$ cat src/rtl/perf_job_loader_if.sv
// Byte-stream job input and 32-bit result return for perf_job_loader.
// master: host side (drives bytes, consumes results); slave: loader side.
interface perf_job_loader_if;
    logic [7:0]  in_data;
    logic        in_valid;
    logic        in_ready;
    logic        res_valid;
    logic        res_ready;
    logic [31:0] res_nonce;
    logic        res_timeout;

    modport master (
        output in_data,
        output in_valid,
        input  in_ready,
        input  res_valid,
        output res_ready,
        input  res_nonce,
        input  res_timeout
    );

    modport slave (
        input  in_data,
        input  in_valid,
        output in_ready,
        output res_valid,
        input  res_ready,
        output res_nonce,
        output res_timeout
    );
endinterface

$ cat src/rtl/perf_job_loader.sv
// Job loader: collects a 14-byte frame, runs perf_sys, returns nonce or timeout.
// Ports: clk, reset; bus (frame in / result out); abort; block0..11, target,
// start, busy to perf_sys side; finish, nonce0..3 from perf_sys.
module perf_job_loader #(
    parameter int unsigned TIMEOUT_CYCLES = 32'd1000000,
    parameter int unsigned TW             = 20
) (
    input  logic                clk,
    input  logic                reset,
    perf_job_loader_if.slave    bus,
    input  logic                abort,
    output logic [7:0]          block0,
    output logic [7:0]          block1,
    output logic [7:0]          block2,
    output logic [7:0]          block3,
    output logic [7:0]          block4,
    output logic [7:0]          block5,
    output logic [7:0]          block6,
    output logic [7:0]          block7,
    output logic [7:0]          block8,
    output logic [7:0]          block9,
    output logic [7:0]          block10,
    output logic [7:0]          block11,
    output logic [15:0]         target,
    output logic                start,
    input  logic                finish,
    input  logic [7:0]          nonce0,
    input  logic [7:0]          nonce1,
    input  logic [7:0]          nonce2,
    input  logic [7:0]          nonce3,
    output logic                busy
);

    typedef enum logic [1:0] {
        S_LOAD,
        S_RUN,
        S_DONE
    } state_e;

    localparam logic [TW-1:0] TMAX = TW'(TIMEOUT_CYCLES - 32'd1);

    state_e      state_q;
    logic [3:0]  cnt_q;
    logic [3:0]  cnt_d;
    logic [7:0]  block_q [12];
    logic [15:0] target_q;
    logic [TW-1:0] tmr_q;
    logic [TW-1:0] tmr_d;
    logic [31:0] res_nonce_q;
    logic        res_timeout_q;
    logic        res_valid_q;
    logic        start_q;
    logic        busy_q;

    assign cnt_d = cnt_q + 4'd1;
    assign tmr_d = tmr_q + 1'b1;

    // A byte offered while abort is high must not be taken.
    assign bus.in_ready    = (state_q == S_LOAD) && !abort;
    assign bus.res_valid   = res_valid_q;
    assign bus.res_nonce   = res_nonce_q;
    assign bus.res_timeout = res_timeout_q;

    assign start  = start_q;
    assign busy   = busy_q;
    assign target = target_q;

    assign block0  = block_q[0];
    assign block1  = block_q[1];
    assign block2  = block_q[2];
    assign block3  = block_q[3];
    assign block4  = block_q[4];
    assign block5  = block_q[5];
    assign block6  = block_q[6];
    assign block7  = block_q[7];
    assign block8  = block_q[8];
    assign block9  = block_q[9];
    assign block10 = block_q[10];
    assign block11 = block_q[11];

    always_ff @(posedge clk) begin
        if (reset) begin
            state_q       <= S_LOAD;
            cnt_q         <= '0;
            block_q       <= '{default: 8'h00};
            target_q      <= '0;
            tmr_q         <= '0;
            res_nonce_q   <= '0;
            res_timeout_q <= 1'b0;
            res_valid_q   <= 1'b0;
            start_q       <= 1'b0;
            busy_q        <= 1'b0;
        end else if (abort) begin
            // Header bytes already loaded are kept; the next frame overwrites them.
            state_q       <= S_LOAD;
            cnt_q         <= '0;
            res_timeout_q <= 1'b0;
            res_valid_q   <= 1'b0;
            start_q       <= 1'b0;
            busy_q        <= 1'b0;
        end else begin
            unique case (state_q)
                S_LOAD: begin
                    if (bus.in_valid) begin
                        if (cnt_q < 4'd12) begin
                            block_q[cnt_q] <= bus.in_data;
                        end else if (cnt_q == 4'd12) begin
                            target_q[15:8] <= bus.in_data;
                        end else begin
                            target_q[7:0] <= bus.in_data;
                        end
                        if (cnt_q == 4'd13) begin
                            cnt_q   <= '0;
                            tmr_q   <= '0;
                            state_q <= S_RUN;
                            start_q <= 1'b1;
                            busy_q  <= 1'b1;
                        end else begin
                            cnt_q <= cnt_d;
                        end
                    end
                end
                S_RUN: begin
                    // finish takes priority over a simultaneous expiry.
                    if (finish) begin
                        res_nonce_q   <= {nonce3, nonce2, nonce1, nonce0};
                        res_timeout_q <= 1'b0;
                        res_valid_q   <= 1'b1;
                        start_q       <= 1'b0;
                        state_q       <= S_DONE;
                    end else if (tmr_q == TMAX) begin
                        res_nonce_q   <= '0;
                        res_timeout_q <= 1'b1;
                        res_valid_q   <= 1'b1;
                        start_q       <= 1'b0;
                        state_q       <= S_DONE;
                    end else begin
                        tmr_q <= tmr_d;
                    end
                end
                S_DONE: begin
                    if (bus.res_ready) begin
                        res_valid_q   <= 1'b0;
                        res_timeout_q <= 1'b0;
                        busy_q        <= 1'b0;
                        state_q       <= S_LOAD;
                    end
                end
                default: begin
                    state_q <= S_LOAD;
                end
            endcase
        end
    end

endmodule

$ cat src/flat_wrapper.sv
// flat-port wrapper written by rule: the top's interface ports become plain ports
module perf_job_loader_flat 
#(
    parameter int unsigned TIMEOUT_CYCLES = 32'd1000000,
    parameter int unsigned TW             = 20
)
  (clk, reset, abort, block0, block1, block2, block3, block4, block5, block6, block7, block8, block9, block10, block11, target, start, finish, nonce0, nonce1, nonce2, nonce3, busy, bus_in_data, bus_in_valid, bus_in_ready, bus_res_valid, bus_res_ready, bus_res_nonce, bus_res_timeout);
  perf_job_loader_if bus_i ();
  input  logic clk;
  input  logic reset;
  input  logic abort;
  output logic [7:0] block0;
  output logic [7:0] block1;
  output logic [7:0] block2;
  output logic [7:0] block3;
  output logic [7:0] block4;
  output logic [7:0] block5;
  output logic [7:0] block6;
  output logic [7:0] block7;
  output logic [7:0] block8;
  output logic [7:0] block9;
  output logic [7:0] block10;
  output logic [7:0] block11;
  output logic [15:0] target;
  output logic start;
  input  logic finish;
  input  logic [7:0] nonce0;
  input  logic [7:0] nonce1;
  input  logic [7:0] nonce2;
  input  logic [7:0] nonce3;
  output logic busy;
  input wire logic [$bits(bus_i.in_data)-1:0] bus_in_data;
  input wire logic [$bits(bus_i.in_valid)-1:0] bus_in_valid;
  output wire logic [$bits(bus_i.in_ready)-1:0] bus_in_ready;
  output wire logic [$bits(bus_i.res_valid)-1:0] bus_res_valid;
  input wire logic [$bits(bus_i.res_ready)-1:0] bus_res_ready;
  output wire logic [$bits(bus_i.res_nonce)-1:0] bus_res_nonce;
  output wire logic [$bits(bus_i.res_timeout)-1:0] bus_res_timeout;
  assign bus_i.in_data = bus_in_data;
  assign bus_i.in_valid = bus_in_valid;
  assign bus_in_ready = bus_i.in_ready;
  assign bus_res_valid = bus_i.res_valid;
  assign bus_i.res_ready = bus_res_ready;
  assign bus_res_nonce = bus_i.res_nonce;
  assign bus_res_timeout = bus_i.res_timeout;
  perf_job_loader #(.TIMEOUT_CYCLES(TIMEOUT_CYCLES), .TW(TW)) u_core (.clk(clk), .reset(reset), .bus(bus_i), .abort(abort), .block0(block0), .block1(block1), .block2(block2), .block3(block3), .block4(block4), .block5(block5), .block6(block6), .block7(block7), .block8(block8), .block9(block9), .block10(block10), .block11(block11), .target(target), .start(start), .finish(finish), .nonce0(nonce0), .nonce1(nonce1), .nonce2(nonce2), .nonce3(nonce3), .busy(busy));
endmodule
$ cat config.mk
export PLATFORM = sky130hd
export DESIGN_NAME = perf_job_loader_flat
export DESIGN_NICKNAME = d
export VERILOG_FILES = /design/src/rtl/perf_job_loader_if.sv /design/src/rtl/perf_job_loader.sv /design/src/flat_wrapper.sv
export SDC_FILE = /design/constraint.sdc
export NUM_CORES = 1
export LEC_CHECK = 0
export CAP_MARGIN = 20
export CORE_MARGIN = 1.5
export CORE_UTILIZATION = 52
export CTS_CLUSTER_DIAMETER = 40
export DETAILED_ROUTE_END_ITERATION = 10
export PLACE_DENSITY_LB_ADDON = 0.15
export SKIP_CTS_REPAIR_TIMING = 1
export SYNTH_ARGS = -nofsm -noshare
export SYNTH_HDL_FRONTEND = slang
export SYNTH_SLANG_ARGS = --single-unit
$ cat constraint.sdc
create_clock -name clk -period 5.17 [get_ports clk]
set_input_delay 0.517 -clock clk [delete_from_list [all_inputs] [get_ports clk]]
set_output_delay 0.517 -clock clk [all_outputs]
set_load 0.01 [all_outputs]
==> out/results.tsv, run 1 <==
stage	metric	value	unit
synthesis	synth_edf_count	0	
final_layout	area_growth	37.4	%
synthesis	netlist_instances	791	
global_routing	grt-ovfl-total	0	
critical_path	critPathSlowestCell	nor4b_2	
critical_path	critPathArrivalTime	3480	ps
clock_network	cts_buffers	17	
sta	finalSetupViolCount	0	
pwr	powerDensity	289	mW/mm^2
critical_path	required	5460	ps
routing	route.vias.total	6424	
final_layout	drive_gt1_frac	0.0622	
routing	drtIter0Drc	662	
clock_network	clock_latency	430	ps
job	maxCapViolations	0	
floorplanning	fp.dieH	120	microns
floorplanning	boundaryPins	195	
sta	clock_skew	7.71	ps
clock_network	clock-sinks	174	
sta	finalHoldViolCount	0	
global_routing	antenna_found_initial	0	
placed_design	place_congestion	0.858	
critical_path	max_stage_delay	860	ps
final_layout	n_antenna_cell	0	
floorplanning	fp.dieArea	0.0143	sq mm
global_routing	grt_max_degree	87	
routing	routedWlPerCell	17.4	microns
sta	finalCriticalPeriod	3190	ps
sta	worst_pin_slew	978	ps
sta	relSlewSlack	0.347	
routing	first_pass_iters	7	
routing	drcViolationCount	0	
routing	via_per_inst	5.63	
global_routing	grt_usage	0.273	
sta	rsz0062_at_grt	false	
hold_path	hold_path_class	flop to flop	
critical_path	crit_chain	inv_1 > ha_1 > nand2b_1 > nor4b_2 > nor2b_1 > mux2i_1 > nor2_1	
sta	max_freq	0.313	GHz
sta	final_max_slew_viol_count	0	
synthesis	async_flop_share	0	
floorplanning	start_util	0.533	
placed_design	hpwl	13200	microns
synthesis	ys_seq_elements	174	
pwr	p_leak	3.35	nW
floorplanning	fp.dieW	120	microns
pwr	max-vdd-ir-drop	0.262	mV
routing	ant_nets	0	
synthesis	ys.flop_type	dfxtp_1	
global_routing	grt_pass1_vias	6216	
critical_path	critPathMaxFanout	14	
synthesis	syn_area	0.00706	sq mm
clock_network	cts_buffer_depth	2	
synthesis	ys_seq_area_frac	0.493	
synthesis	syn-num-nets	841	
clock_network	tritoncts	done	
final_layout	fin_util	0.733	
placed_design	numPortBuffers	194	
synthesis	yosys_warnings	0	
clock_network	root_buffer	clkbuf_16	
routing	routed_wl	19800	microns
critical_path	cp-end-kind	flop	
critical_path	startpoint_type	flop	
clock_network	clk_pin_slew_worst_paths	70	ps
floorplanning	core	0.0132	sq mm
outcome	status	finished, final reports clean	
synthesis	yosys.cell_types.count	58	
global_routing	grt_pass1_wl	31000	microns
critical_path	critical_path_class	flop to flop	
sta	fin_crit_sh	0.618	
sta	final.setup.tns	0	ps
clock_network	htreeDepth	4	
synthesis	synth_area_per_cell	8.93	sq um
final_layout	final_nets	1002	
floorplanning	rows	42	
==> synthesized netlist by cell type (all sizes together) (3+ instances only) <==
cell / number / share of area
o21ai: 51 / 0.036
nand2: 91 / 0.049
nand3: 39 / 0.028
nand3b: 3 / 0.0037
clkbuf: 42 / 0.022
nor2b: 8 / 0.0071
or4: 3 / 0.0032
nor4: 4 / 0.0035
nor4b: 3 / 0.0037
dfxtp: 174 / 0.49
o211ai: 4 / 0.0043
and4: 3 / 0.0037
o21a: 3 / 0.0032
a21oi: 73 / 0.052
a31oi: 8 / 0.0071
and3: 8 / 0.0071
mux2: 3 / 0.0048
inv: 7 / 0.0037
nand2b: 4 / 0.0039
nor3b: 4 / 0.0043
nand4: 10 / 0.011
mux2i: 90 / 0.13
nor2: 102 / 0.057
buf: 18 / 0.013
ha: 4 / 0.0071
nor3: 6 / 0.0081
==> area by class of cell <==
cell class	instances	area (sq um)
fill	997	3540
sequential	174	3480
multi-input combinational	550	3330
timing repair buffer	202	2030
clock buffer	19	443
tap	176	220
clock inverter	13	176
inverter	7	26.3
==> stage by stage <==
step / total power [mW] / instance area (sq um) / worst slack [ps] / hold WS, ps / cells
after floorplan: 1.43 / 7060 / 3240 / 448 / 791
after global routing: 2.89 / 9710 / 1680 / 478 / 1141
final: 2.80 / 9710 / 1980 / 452 / 1141
after CTS: 2.82 / 9660 / 1970 / 455 / 1139
after detailed placement: 1.50 / 9040 / 1850 / 445 / 1107
after global placement: 1.50 / 9040 / 1950 / 445 / 1107
==> registers in the layout, indices dropped and copies added, names as in the netlist, 8 cells and up <==
name                  cells
u_core.bus.res_nonce     32
u_core.tmr_q             20
u_core.target            16
u_core.block0             8
u_core.block10            8
u_core.block11            8
u_core.block1             8
u_core.block2             8
u_core.block3             8
u_core.block4             8
u_core.block5             8
u_core.block6             8
u_core.block7             8
u_core.block8             8
u_core.block9             8
==> metal layers <==
layer | track usage | part of all wire | vias up
met4 | 0.0938 | 0.016 | 0
met5 | 0 | 0 | -
li1 | - | - | 3074
met1 | 0.314 | 0.40 | 3073
met3 | 0.0936 | 0.080 | 31
met2 | 0.475 | 0.51 | 246
==> cells by family (layout without fill, tap and decap cells) <==
group / Yosys count / after routing / share of synthesized area
AO/OA/AOI/OAI: 157 / 157 / 0.127
XOR/XNOR: 1 / 1 / 0.00124
adder cells (fa/ha/maj): 4 / 4 / 0.00709
buffers and inverters: 67 / 241 / 0.0390
flip-flops: 174 / 174 / 0.493
multiplexers: 93 / 93 / 0.132
AND/OR/NAND/NOR: 295 / 295 / 0.201
==> report_power, final <==
group          leakage [nW]  switching (mW)  internal [mW]  total, mW
clock                 0.305           0.546          0.785       1.33
combinational          1.64          0.0726         0.0502      0.123
sequential             1.40         0.00427           1.34       1.35
total                  3.35           0.623           2.18       2.80
==> worst max-delay path, delay by kind of cell (launching register included) <==
family                     cells  cell delay, ps
adders and majority gates      1             510
buffers and inverters          1              90
DFF                            1             310
muxes                          1             280
and+or+nand+nor                4            1850
==> path summary, 6_finish.rpt <==
check | start | end | slack, ps | cells after the start
worst max-delay path | u_core.state_q[1]$_SDFFE_PP0P_ | u_core.block3[4]$_SDFFE_PP0P_ | 1980 | 7
worst min-delay path | u_core.block0[7]$_SDFFE_PP0P_ | u_core.block0[7]$_SDFFE_PP0P_ | 450 | 2
worst max register to register | u_core.state_q[1]$_SDFFE_PP0P_ | u_core.block3[4]$_SDFFE_PP0P_ | 1980 | 7
worst min register to register | u_core.block0[7]$_SDFFE_PP0P_ | u_core.block0[7]$_SDFFE_PP0P_ | 450 | 2
==> cell usage in the layout (no fill, tap or decap), types with 9 or more instances in the layout <==
cell type        instances
nand4_1                  9
o21ai_1                 49
clkbuf_16               17
mux2i_1                 90
clkdlybuf4s50_1        193
nand3_1                 39
a21oi_1                 72
nor2_1                  98
nand2_1                 89
dfxtp_1                174
No activity file was read; power rests on OpenSTA's default activity.
==> run 2, diff against run 1 <==
- CORE_UTILIZATION: 52 -> 43
- clock period: 5.17 -> 2.9 ns (I/O delays scaled with it)
==> run 2 against run 1 <==
Power rose by 75%. Critical path depth down 2. Sequential share of layout area fell by 0.34 points. Largest cell class unchanged. Critical path type is now flop to output pin.
==> out/results.tsv, run 2 (synthesized netlist as in run 1, its figures left out) <==
stage	metric	value	unit
routing	drcViolationCount	0	
critical_path	max_stage_delay	560	ps
floorplanning	fp.dieArea	0.0172	sq mm
pwr	powerDensity	501	mW/mm^2
global_routing	grt_pass1_wl	31700	microns
routing	via_per_inst	5.20	
global_routing	grt_pass1_vias	5879	
placed_design	numPortBuffers	194	
sta	finalHoldViolCount	0	
sta	finalCriticalPeriod	2480	ps
routing	ant_nets	0	
floorplanning	rows	46	
critical_path	required	2610	ps
clock_network	tritoncts	done	
sta	final_max_slew_viol_count	0	
pwr	max-vdd-ir-drop	0.410	mV
final_layout	n_fill_cell	1395	
sta	worst_pin_slew	802	ps
floorplanning	fp.dieW	131	microns
global_routing	grt_max_degree	90	
global_routing	grt-ovfl-total	0	
final_layout	largest_reg_flops	32	
clock_network	clk_pin_slew_worst_paths	70	ps
clock_network	cts_buffer_depth	2	
sta	rsz0062_at_grt	false	
final_layout	mostFrequentLayoutCells	clkdlybuf4s50_1 (193), dfxtp_1 (174), nor2_1 (98), mux2i_1 (90), nand2_1 (89)	
critical_path	crit_chain	inv_1 > ha_1 > buf_4 > nor2b_1 > clkdlybuf4s50_1	
clock_network	cts_buffers	17	
clock_network	htreeDepth	4	
final_layout	drive_gt1_frac	0.0738	
critical_path	cp-end-kind	output pin	
critical_path	critPathMaxFanout	9	
sta	max_freq	0.403	GHz
final_layout	multiInputGateArea	0.00333	sq mm
floorplanning	core	0.0159	sq mm
clock_network	root_buffer	clkbuf_16	
pwr	p_leak	3.39	nW
job	maxCapViolations	0	
placed_design	place_congestion	0.779	
final_layout	seq_area	0.00348	sq mm
floorplanning	fp.dieH	131	microns
sta	finalSetupViolCount	0	
critical_path	startpoint_type	flop	
critical_path	critPathSlowestCell	clkdlybuf4s50_1	
global_routing	antenna_found_initial	0	
hold_path	hold_path_class	input pin to flop	
routing	routed_wl	19700	microns
final_layout	final_nets	1013	
critical_path	critical_path_class	flop to output pin	
critical_path	critPathArrivalTime	2190	ps
global_routing	grt_usage	0.230	
outcome	status	finished, final reports clean	
sta	clock_skew	9.47	ps
routing	first_pass_iters	5	
routing	routedWlPerCell	16.5	microns
routing	route.vias.total	6193	
final_layout	layout_commonest_cell	clkdlybuf4s50_1	
floorplanning	boundaryPins	195	
floorplanning	start_util	0.443	
final_layout	n_antenna_cell	0	
sta	fin_crit_sh	0.857	
sta	relSlewSlack	0.464	
routing	drtIter0Drc	396	
clock_network	clock_latency	430	ps
pwr	p_total	4.91	mW
sta	final.setup.tns	0	ps
clock_network	clock-sinks	174	
placed_design	hpwl	13000	microns
final_layout	area_growth	38.7	%
==> run 2: power breakdown <==
group          total (mW)  internal, mW  switching (mW)
Clock                2.29          1.24            1.05
Combinational       0.223        0.0911           0.132
Sequential           2.40          2.40         0.00728
==> run 2: layer usage <==
metal  wire, microns  global-route usage
met5               0                   0
met3            1730               0.103
met1            8660               0.286
met4             340              0.0737
met2            8980               0.353
==> run 2: area by class of cell <==
class / instances / area share
Clock buffer: 18 / 0.0448
Sequential cell: 174 / 0.355
Timing Repair Buffer: 213 / 0.214
Multi-Input combinational cell: 550 / 0.340
Tap cell: 216 / 0.0276
Inverter: 7 / 0.00268
Clock inverter: 14 / 0.0158
==> run 2: worst max-delay path, delay by kind of cell, from the launching register on <==
kind	cells	cell delay [ps]
and+or+nand+nor	1	150
DFF	1	330
buffers and inverters	3	880
adders and majority gates	1	410
==> run 2: path summary, 6_finish.rpt <==
kind | start | end | slack (ps) | cells past startpoint
worst min register to register | u_core.block0[7]$_SDFFE_PP0P_ | u_core.block0[7]$_SDFFE_PP0P_ | 450 | 2
worst max-delay path | u_core.state_q[0]$_SDFFE_PP0P_ | bus_in_ready | 420 | 5
worst min-delay path | reset | u_core.bus.res_nonce[8]$_SDFFE_PP0P_ | 260 | 2
worst max register to register | u_core.state_q[0]$_SDFFE_PP0P_ | u_core.block1[2]$_SDFFE_PP0P_ | 640 | 7
==> run 2: through the flow <==
stage | hold slack (ps) | std cells | util | area (sq um) | worst slack (ps)
final | 258 | 1192 | 0.615 | 9800 | 416
after CTS | 243 | 1192 | 0.615 | 9800 | 391
after global placement | 442 | 1160 | 0.577 | 9210 | 534
after global routing | 255 | 1192 | 0.615 | 9800 | 266
after detailed placement | 445 | 1160 | 0.577 | 9210 | 498
after floorplan | 426 | 791 | - | 7060 | 993
==> run 3, diff against run 2 <==
- HOLD_SLACK_MARGIN: default -> 0.03
==> results of run 3 <==
No change in the layout: final DEF, timing and power equal those of run 2.
